===== src/rtl/detect_sched_if.sv =====
// detect_sched_if: requester-side bus of the detector scheduler.
//   req           per-lane level request, held until done
//   frame_data    lane r's frame at [r*2*SYMS +: 2*SYMS], symbol i at [2i+1:2i]
//   gnt, done     one-hot grant (CLEAR..REPORT) and one-cycle completion pulse
//   result_*      captured detector flags, valid with done, held until next REPORT
interface detect_sched_if #(
  parameter int NUM_REQ = 4,
  parameter int SYMS = 4
);
  logic [NUM_REQ-1:0] req;
  logic [NUM_REQ*2*SYMS-1:0] frame_data;
  logic [NUM_REQ-1:0] gnt;
  logic [NUM_REQ-1:0] done;
  logic result_first;
  logic result_second;
  modport master (output req, frame_data, input gnt, done, result_first, result_second);
  modport slave (input req, frame_data, output gnt, done, result_first, result_second);
endinterface


===== src/rtl/detect_sched.sv =====
// detect_sched: round-robin sharing of one E-then-C letter detector among NUM_REQ requesters.
//   clk, rst_n       clock and asynchronous active-low reset
//   bus              requester bus (req, frame_data, gnt, done, result_first/second)
//   DetMSB, DetLSB   symbol streamed to the detector, det_clr its clear strobe
//   first/second_letter_detected  detector flags, sampled on the last WAIT cycle
//   busy             high whenever not IDLE
//   Macro DETECT_SCHED_STATS_EN adds saturating frame_cnt / hit_cnt outputs.
module detect_sched #(
  parameter int NUM_REQ = 4,
  parameter int SYMS = 4,
  parameter int RESULT_LAT = 2
) (
  input  logic clk,
  input  logic rst_n,
  detect_sched_if.slave bus,
  output logic DetMSB,
  output logic DetLSB,
  output logic det_clr,
  input  logic first_letter_detected,
  input  logic second_letter_detected,
  output logic busy
`ifdef DETECT_SCHED_STATS_EN
  ,
  output logic [15:0] frame_cnt,
  output logic [15:0] hit_cnt
`endif
);
  localparam int IW = $clog2(NUM_REQ);
  localparam int W = 2 * SYMS;
  localparam logic [2:0] IDLE = 3'd0, CLEAR = 3'd1, STREAM = 3'd2, WAIT = 3'd3, REPORT = 3'd4;
  logic [2:0] state;
  logic [3:0] cnt;
  logic [IW-1:0] last, idx, sel;
  logic hit;
  logic [W-1:0] frame, sel_frame;
  // Scan downward so the closest set bit after last wins.
  always_comb begin
    sel = '0;
    hit = 1'b0;
    for (int k = NUM_REQ; k >= 1; k--)
      if (bus.req[IW'((int'(last) + k) % NUM_REQ)]) begin
        sel = IW'((int'(last) + k) % NUM_REQ);
        hit = 1'b1;
      end
  end
  always_comb begin
    sel_frame = '0;
    for (int r = 0; r < NUM_REQ; r++)
      if (sel == IW'(r)) sel_frame = bus.frame_data[r*W +: W];
  end
  // Latched frame is consumed as a shift register, symbol 0 first.
  always_ff @(posedge clk or negedge rst_n)
    if (!rst_n) begin
      state <= IDLE;
      cnt <= '0;
      last <= IW'(NUM_REQ - 1);
      idx <= '0;
      frame <= '0;
      bus.gnt <= '0;
      bus.done <= '0;
      bus.result_first <= 1'b0;
      bus.result_second <= 1'b0;
      det_clr <= 1'b0;
      DetMSB <= 1'b0;
      DetLSB <= 1'b0;
      busy <= 1'b0;
`ifdef DETECT_SCHED_STATS_EN
      frame_cnt <= '0;
      hit_cnt <= '0;
`endif
    end else begin
      det_clr <= 1'b0;
      DetMSB <= 1'b0;
      DetLSB <= 1'b0;
      bus.done <= '0;
      case (state)
        IDLE: if (hit) begin
          state <= CLEAR;
          busy <= 1'b1;
          idx <= sel;
          frame <= sel_frame;
          bus.gnt <= NUM_REQ'(1) << sel;
          det_clr <= 1'b1;
        end
        CLEAR: begin
          state <= STREAM;
          cnt <= '0;
          {DetMSB, DetLSB} <= frame[1:0];
          frame <= frame >> 2;
        end
        STREAM: if (cnt == 4'(SYMS - 1)) begin
          state <= WAIT;
          cnt <= '0;
        end else begin
          cnt <= cnt + 4'd1;
          {DetMSB, DetLSB} <= frame[1:0];
          frame <= frame >> 2;
        end
        WAIT: if (cnt == 4'(RESULT_LAT - 1)) begin
          state <= REPORT;
          bus.result_first <= first_letter_detected;
          bus.result_second <= second_letter_detected;
          bus.done <= bus.gnt;
        end else cnt <= cnt + 4'd1;
        REPORT: begin
          state <= IDLE;
          busy <= 1'b0;
          bus.gnt <= '0;
          last <= idx;
`ifdef DETECT_SCHED_STATS_EN
          frame_cnt <= frame_cnt == 16'hFFFF ? frame_cnt : frame_cnt + 16'd1;
          hit_cnt <= bus.result_second && hit_cnt != 16'hFFFF ? hit_cnt + 16'd1 : hit_cnt;
`endif
        end
        default: state <= IDLE;
      endcase
    end
endmodule


===== src/flat_wrapper.sv =====
// flat-port wrapper written by rule: the top's interface ports become plain ports
module detect_sched_flat 
#(
  parameter int NUM_REQ = 4,
  parameter int SYMS = 4,
  parameter int RESULT_LAT = 2
)
  (clk, rst_n, DetMSB, DetLSB, det_clr, first_letter_detected, second_letter_detected, busy, bus_req, bus_frame_data, bus_gnt, bus_done, bus_result_first, bus_result_second);
  detect_sched_if #(.NUM_REQ(NUM_REQ), .SYMS(SYMS)) bus_i ();
  input  logic clk;
  input  logic rst_n;
  output logic DetMSB;
  output logic DetLSB;
  output logic det_clr;
  input  logic first_letter_detected;
  input  logic second_letter_detected;
  output logic busy;
  input wire logic [$bits(bus_i.req)-1:0] bus_req;
  input wire logic [$bits(bus_i.frame_data)-1:0] bus_frame_data;
  output wire logic [$bits(bus_i.gnt)-1:0] bus_gnt;
  output wire logic [$bits(bus_i.done)-1:0] bus_done;
  output wire logic [$bits(bus_i.result_first)-1:0] bus_result_first;
  output wire logic [$bits(bus_i.result_second)-1:0] bus_result_second;
  assign bus_i.req = bus_req;
  assign bus_i.frame_data = bus_frame_data;
  assign bus_gnt = bus_i.gnt;
  assign bus_done = bus_i.done;
  assign bus_result_first = bus_i.result_first;
  assign bus_result_second = bus_i.result_second;
  detect_sched #(.NUM_REQ(NUM_REQ), .SYMS(SYMS), .RESULT_LAT(RESULT_LAT)) u_core (.clk(clk), .rst_n(rst_n), .bus(bus_i), .DetMSB(DetMSB), .DetLSB(DetLSB), .det_clr(det_clr), .first_letter_detected(first_letter_detected), .second_letter_detected(second_letter_detected), .busy(busy));
endmodule

===== config.mk =====
export PLATFORM = sky130hd
export DESIGN_NAME = detect_sched_flat
export DESIGN_NICKNAME = d
export VERILOG_FILES = /design/src/rtl/detect_sched_if.sv /design/src/rtl/detect_sched.sv /design/src/flat_wrapper.sv
export SDC_FILE = /design/constraint.sdc
export NUM_CORES = 1
export LEC_CHECK = 0
export CORE_ASPECT_RATIO = 0.75
export CORE_MARGIN = 5
export CORE_UTILIZATION = 47
export CTS_CLUSTER_DIAMETER = 40
export CTS_CLUSTER_SIZE = 20
export DETAILED_ROUTE_END_ITERATION = 12
export HOLD_SLACK_MARGIN = 0.12
export PLACE_DENSITY = 0.86
export RECOVER_POWER = 25
export SLEW_MARGIN = 20
export SYNTH_ARGS = -nofsm -noshare
export SYNTH_HDL_FRONTEND = slang
export SYNTH_SLANG_ARGS = --single-unit

===== constraint.sdc =====
create_clock -name clk -period 2.4 [get_ports clk]
set_clock_uncertainty 0.1 [all_clocks]
set_input_delay 0.48 -clock clk [delete_from_list [all_inputs] [get_ports clk]]
set_output_delay 0.48 -clock clk [all_outputs]
set_load 0.02 [all_outputs]

## Word level (Yosys, flattened, before mapping)

Cells that the tools add are included.

- Register bits after elaboration: 33
- Logic and storage cells: 94
- Output and inout bits: 14

- Reduce and logical (&&, ||, !) cells: 11
- Multiplexer cells: 46
- Shift-type cells: 1
- $lt $le $gt $ge: 4
- Add/subtract/negate cells: 5
- Equal/unequal tests: 14

Operators with widths:

| operator | count |
|---|---|
| $mux 8 | 6 |
| $pmux 8 s3 | 1 |
| $mux 4 | 5 |
| $mux 1 | 17 |
| $lt 2x4->1 const B | 4 |
| $pmux 3 s4 | 1 |
| $pmux 4 s3 | 1 |
| $mux 3 | 3 |
| $bmux 1 s2 | 4 |
| $mux 2 | 4 |
| $pmux 4 s2 | 1 |
| $reduce_and 2->1 | 4 |
| $eq 3x2->1 const B | 2 |
| $ne 2x1->1 const B | 3 |
| $pmux 1 s2 | 3 |
| $reduce_and 3->1 | 2 |
| $reduce_bool 3->1 | 2 |
| $add 2x1->2 const B | 2 |
| $add 2x2->2 const B | 2 |
| $add 4x1->4 const B | 1 |
| $eq 2x2->1 const B | 2 |
| $eq 4x1->1 const B | 1 |
| $eq 4x2->1 const B | 1 |
| $ne 2x2->1 const B | 2 |
| 7 further kinds | 7 |

## Logic depth before layout (Yosys ltp)

- Word-level depth: 15
- Depth in mapped cells: 7
- Mapped depth without buffers: 7

## Worst setup path before layout

Ideal clock, no wire load.

- Path type: register to register
- Start point: reg u_core.last[1]
- End point: reg u_core.frame[0]
- Stages on the path, launching flop included: 8
- Required time: 2.168 ns
- Period minus slack after synthesis: 1.881 ns
- Path buffers: 2
- Slack: 0.519 ns
- Arrival time: 1.648 ns
- Cells stage by stage: dfstp_2 -> buf_2 -> mux2i_1 -> o22ai_2 -> a21o_1 -> buf_2 -> a211oi_1 -> o32ai_1

- Cells in the longest elaborated chain, start to end: 15
- Elaborated cells between the ends (all ways): 36
- Those cells by class: add/sub (4); eq/ne (4); mux (26); reduce/logical (2)

RTL lines:

| element | RTL line | source |
|---|---|---|
| start: declaration | detect_sched.sv:33 | `logic [IW-1:0] last, idx, sel;` |
| start signal: assignment | detect_sched.sv:56 | `last <= IW'(NUM_REQ - 1);` |
| start signal: assignment | detect_sched.sv:109 | `last <= idx;` |
| $add 2x1->2 | detect_sched.sv:41, detect_sched.sv:42 |  |
| $bmux 1 s2 | detect_sched.sv:41 | `if (bus.req[IW'((int'(last) + k) % NUM_REQ)]) begin` |
| $mux 1 (implied by the code) (2 in series) | detect_sched.sv:41 |  |
| $mux 2 (4 in series) | detect_sched.sv:41 |  |
| $logic_not 2->1 | detect_sched.sv:49 | `if (sel == IW'(r)) sel_frame = bus.frame_data[r*W +: W];` |
| $mux 8 (4 in series) | detect_sched.sv:49 |  |
| $mux 8 | detect_sched.sv:77 | `IDLE: if (hit) begin` |
| $pmux 8 s3 | detect_sched.sv:76 | `case (state)` |
| end signal: assignment | detect_sched.sv:81 | `frame <= sel_frame;` |
| end signal: assignment | detect_sched.sv:89 | `frame <= frame >> 2;` |
| end signal: assignment | detect_sched.sv:97 | `frame <= frame >> 2;` |
| end: declaration | detect_sched.sv:35 | `logic [W-1:0] frame, sel_frame;` |

Several ways; a longest one is shown, not always the timed one. The select of a mux whose other input is x is not followed.
A chain may end at the register's enable or synchronous reset.

## Worst setup path in the final report

- Start point: in bus_req[1]
- End point: reg u_core.frame[0]

- Cells in the longest elaborated chain, start to end: 14
- Elaborated cells between the ends (all ways): 32
- Those cells by class: eq/ne (4); mux (26); reduce/logical (2)

RTL lines:

| element | RTL line | source |
|---|---|---|
| start: declaration | flat_wrapper.sv:18 | `input wire logic [$bits(bus_i.req)-1:0] bus_req;` |
| $bmux 1 s2 | detect_sched.sv:41 |  |
| $mux 1 (implied by the code) (2 in series) | detect_sched.sv:41 |  |
| $mux 2 (4 in series) | detect_sched.sv:41 |  |
| $logic_not 2->1 | detect_sched.sv:49 |  |
| $mux 8 (4 in series) | detect_sched.sv:49 |  |
| $mux 8 | detect_sched.sv:77 |  |
| $pmux 8 s3 | detect_sched.sv:76 |  |

Several ways; a longest one is shown, not always the timed one. The select of a mux whose other input is x is not followed.

==> run_results.csv <==
group,metric,value,unit
power,p_int,1.710,mW
worst_setup_path,start_kind,"input port",
detailed_routing,met1Wirelength,2260,um
synth,ys.flop_type,"dfrtp_1",
timing,min_period,2159,ps
synth,async_reset_ff_share,100.0,%
detailed_routing,wirelength,4915,um
timing,slew_headroom,46.02,%
power,p_sw_share,40.92,%
power,power.share.clock,13.9,%
clocking,clockBufferDepth,2,
detailed_routing,drt_iter0_drc,126,
timing,hold_violations,0,
power,seq_power_share,35.2,%
cells_and_area,antenna_cells,0,
hold_path,min_path_cells,2,
clocking,clkTransAtPathRegs,70,ps
grt,grt_start_max_net_pins,34,
worst_setup_path,ff2ff_setup_slack,360,ps
worst_setup_path,cp_max_fo,6,
worst_setup_path,r2r_cells,5,
cells_and_area,final_area,0.002572,mm^2
worst_setup_path,crit_cells,6,
synth,synth_edf_count,0,
clocking,h-tree-depth,2,
placement,place.gp.congestion,0.8186,
timing,post-route-period-util,89.95,%
clocking,cts_setup_buffers,0,
timing,drv_slew,0,
synth,synthDominantCellAreaShare,42.32,%
worst_setup_path,worst_ep_required_time,2480,ps
grt,gr-usage-all-layers,20.23,%
grt,antenna_found_initial,0,
worst_setup_path,r2r-end,"u_core.frame[3]",
flow_run,drv_cap,0,
floorplanning,ioPinCount,54,
detailed_routing,wl_met2,2151,um
clocking,insertion_delay,290,ps
cells_and_area,syn_to_final_growth,40.34,%
detailed_routing,antenna_left,0,
run_status,status,"completed",
worst_setup_path,crit_type,"in2reg",
floorplanning,rows,19,
detailed_routing,wl_met3,381,um
detailed_routing,avgViaCountPerCell,5.607,
floorplanning,start_util,49.43,%
synth,synthTopCellsByArea,"dfrtp_1, a211oi_1, nor2_1",
hold_path,hold_path.class,"reg2reg",
worst_setup_path,crit_start,"bus_req[1]",
detailed_routing,drt_pass1_iterations,4,
worst_setup_path,crit_family,"simple AND/OR/NAND/NOR gates",
synth,yosys.cell_types.count,47,
cells_and_area,fillers,303,
clocking,clock-sinks,33,
synth,synth.ff_latch_count,33,
clocking,cts.repair.resized,0,
grt,overflow,0,
power,switching_power,1.185,mW
placement,port_buffers,53,
synth,synth_cells,190,
detailed_routing,via_count,1727,
synth,syn-num-nets,232,
worst_setup_path,crit_chain,"clkdlybuf4s50_1, or4_4, o21ai_4, o21a_4, nor2_1, o32ai_1",
clocking,holdBufCountCts,0,
clocking,clock-root-buffer,"clkbuf_8",
power,ir_drop,0.0007474,V
power,leakagePower,1.106,nW
worst_setup_path,end_kind,"flop",
worst_setup_path,arrival,2230,ps
timing,worstMarginPinSlew,809.7,ps
synth,ys_seq_area_share,45.19,%
grt,grt_pass1_wl,8190,um
worst_setup_path,slowest_delay,590,ps
synth,yosys_warnings,0,
cells_and_area,final_core_util,69.37,%
worst_setup_path,reg2reg_from,"u_core.last[1]",
floorplanning,dieHeight,64.09,um
cells_and_area,drive_gt1_share,14.45,%
detailed_routing,top_layer,"met4",
floorplanning,dieArea,0.005262,mm^2
power,combPwrFrac,50.9,%
placement,dp_hpwl,3756,um
timing,rsz0062_at_grt,"no",
worst_setup_path,path_buf_inv,1,
worst_setup_path,crit_path_end,"u_core.frame[0]",
detailed_routing,wl_per_cell,15.96,um
detailed_routing,drc,0,
clocking,numCtsBuffers,5,
timing,fmax,0.4632,GHz
clocking,cts_tree,"yes",
power,cellPowerDensity,1125,mW/mm^2
timing,setup_tns,0,ps
synth,yosysTopAreaCell,"dfrtp_1",
synth,avgSynthCellArea,9.647,um^2
timing,setup-violations-final,0,
cells_and_area,fin_nets,297,
synth,syn_area,0.001833,mm^2
placement,postPlaceCellArea,0.002489,mm^2
placement,place_ws,-36.34,ps
floorplanning,fp.dieW,82.11,um
floorplanning,core-area,0.003709,mm^2
worst_setup_path,cpMaxStageDelayCell,"or4_4",
grt,grt_pass1_vias,1744,
timing,fin_ws,241.1,ps
-- cell usage after synthesis (4+ instances only) --
cell type and n:
mux2_2 4, buf_2 5, and2_1 8, nand2_1 11, a211oi_1 12, o21ai_0 11
nand2b_1 4, o221ai_1 6, dfrtp_1 31, nand3_1 9, mux2i_1 5, inv_1 12
a21oi_1 7, nor2_1 15
-- sequential cells by signal, summed over array words and instances (netlist names) --
signal	count
u_core.DetLSB	1
u_core.busy	1
u_core.bus.result_first	1
u_core.frame	8
u_core.det_clr	1
u_core.idx	2
u_core.bus.gnt	4
u_core.last	2
u_core.bus.result_second	1
u_core.state	3
u_core.DetMSB	1
u_core.bus.done	4
u_core.cnt	4
-- kinds of logic (layout without fill, tap and decap cells) --
logic type	Yosys count	in the layout	synth area share [%]
fa+ha+maj	2	2	1.365
buf+inv	21	87	4.709
simple gates	62	62	18.50
flops	33	33	45.19
compound gates	60	60	23.62
xor+xnor	3	3	1.434
mux	9	9	5.188
-- cells in the final DEF, fill, tap and decap left out, types with 4 or more instances in the layout --
cell / n
a211oi_1: 12
a21oi_1: 7
and2_1: 8
buf_4: 12
clkbuf_8: 5
clkdlybuf4s50_1: 52
dfrtp_1: 31
inv_1: 12
mux2_2: 4
mux2i_1: 5
nand2_1: 11
nand2b_1: 4
nand3_1: 9
nor2_1: 15
o21ai_0: 11
o221ai_1: 6
-- through the flow --
step / power (mW) / hold WS [ps] / instances
floorplan: 1.976 / 84.41 / 190
global placement: 2.432 / 366.6 / 300
finish: 2.895 / 394.3 / 308
detailed placement: 2.494 / 380.0 / 300
global route: 3.126 / 421.2 / 308
CTS: 2.918 / 394.1 / 308
-- per-layer routing --
metal,up-vias,track usage (%)
li1,821,-
met3,13,6.601
met4,0,8.091
met1,831,28.31
met2,62,28.73
met5,-,0
-- power groups by stage --
stage / registers, mW / logic (mW) / clock network [mW]
2_1_floorplan: 1.04 / 0.938 / 0
3_3_place_gp: 1.01 / 1.42 / 0
3_5_place_dp: 1.02 / 1.48 / 0
4_1_cts: 1.01 / 1.48 / 0.419
5_1_grt: 1.06 / 1.63 / 0.444
6_report: 1.02 / 1.47 / 0.402
-- tightest hold or removal path, delay by kind of cell, from the launching register on --
| kind | cells | cell delay (ps) |
|---|---|---|
| DFF | 1 | 340 |
| AOI/OAI and AO/OA | 1 | 70 |
| and+or+nand+nor | 1 | 50 |
-- final cells by class --
cell class | count | area, um^2 | area share [%]
Clock buffer | 5 | 68.82 | 2.675
Clock inverter | 3 | 17.52 | 0.6809
Inverter | 13 | 48.80 | 1.897
Multi-Input combinational cell | 136 | 918.4 | 35.70
Sequential cell | 33 | 828.3 | 32.20
Tap cell | 52 | 65.06 | 2.529
Timing Repair Buffer | 66 | 625.6 | 24.32
-- worst min-delay path by stage --
stage	start	endpoint	slack (ps)
2_1_floorplan	rst_n	u_core.DetLSB	80
3_3_place_gp	u_core.busy	u_core.busy	370
3_5_place_dp	u_core.frame[6]	u_core.frame[6]	380
4_1_cts	u_core.frame[6]	u_core.frame[6]	390
5_1_grt	u_core.frame[6]	u_core.frame[6]	420
6_report	u_core.frame[6]	u_core.frame[6]	390
Power figures use the tool's default switching activity.
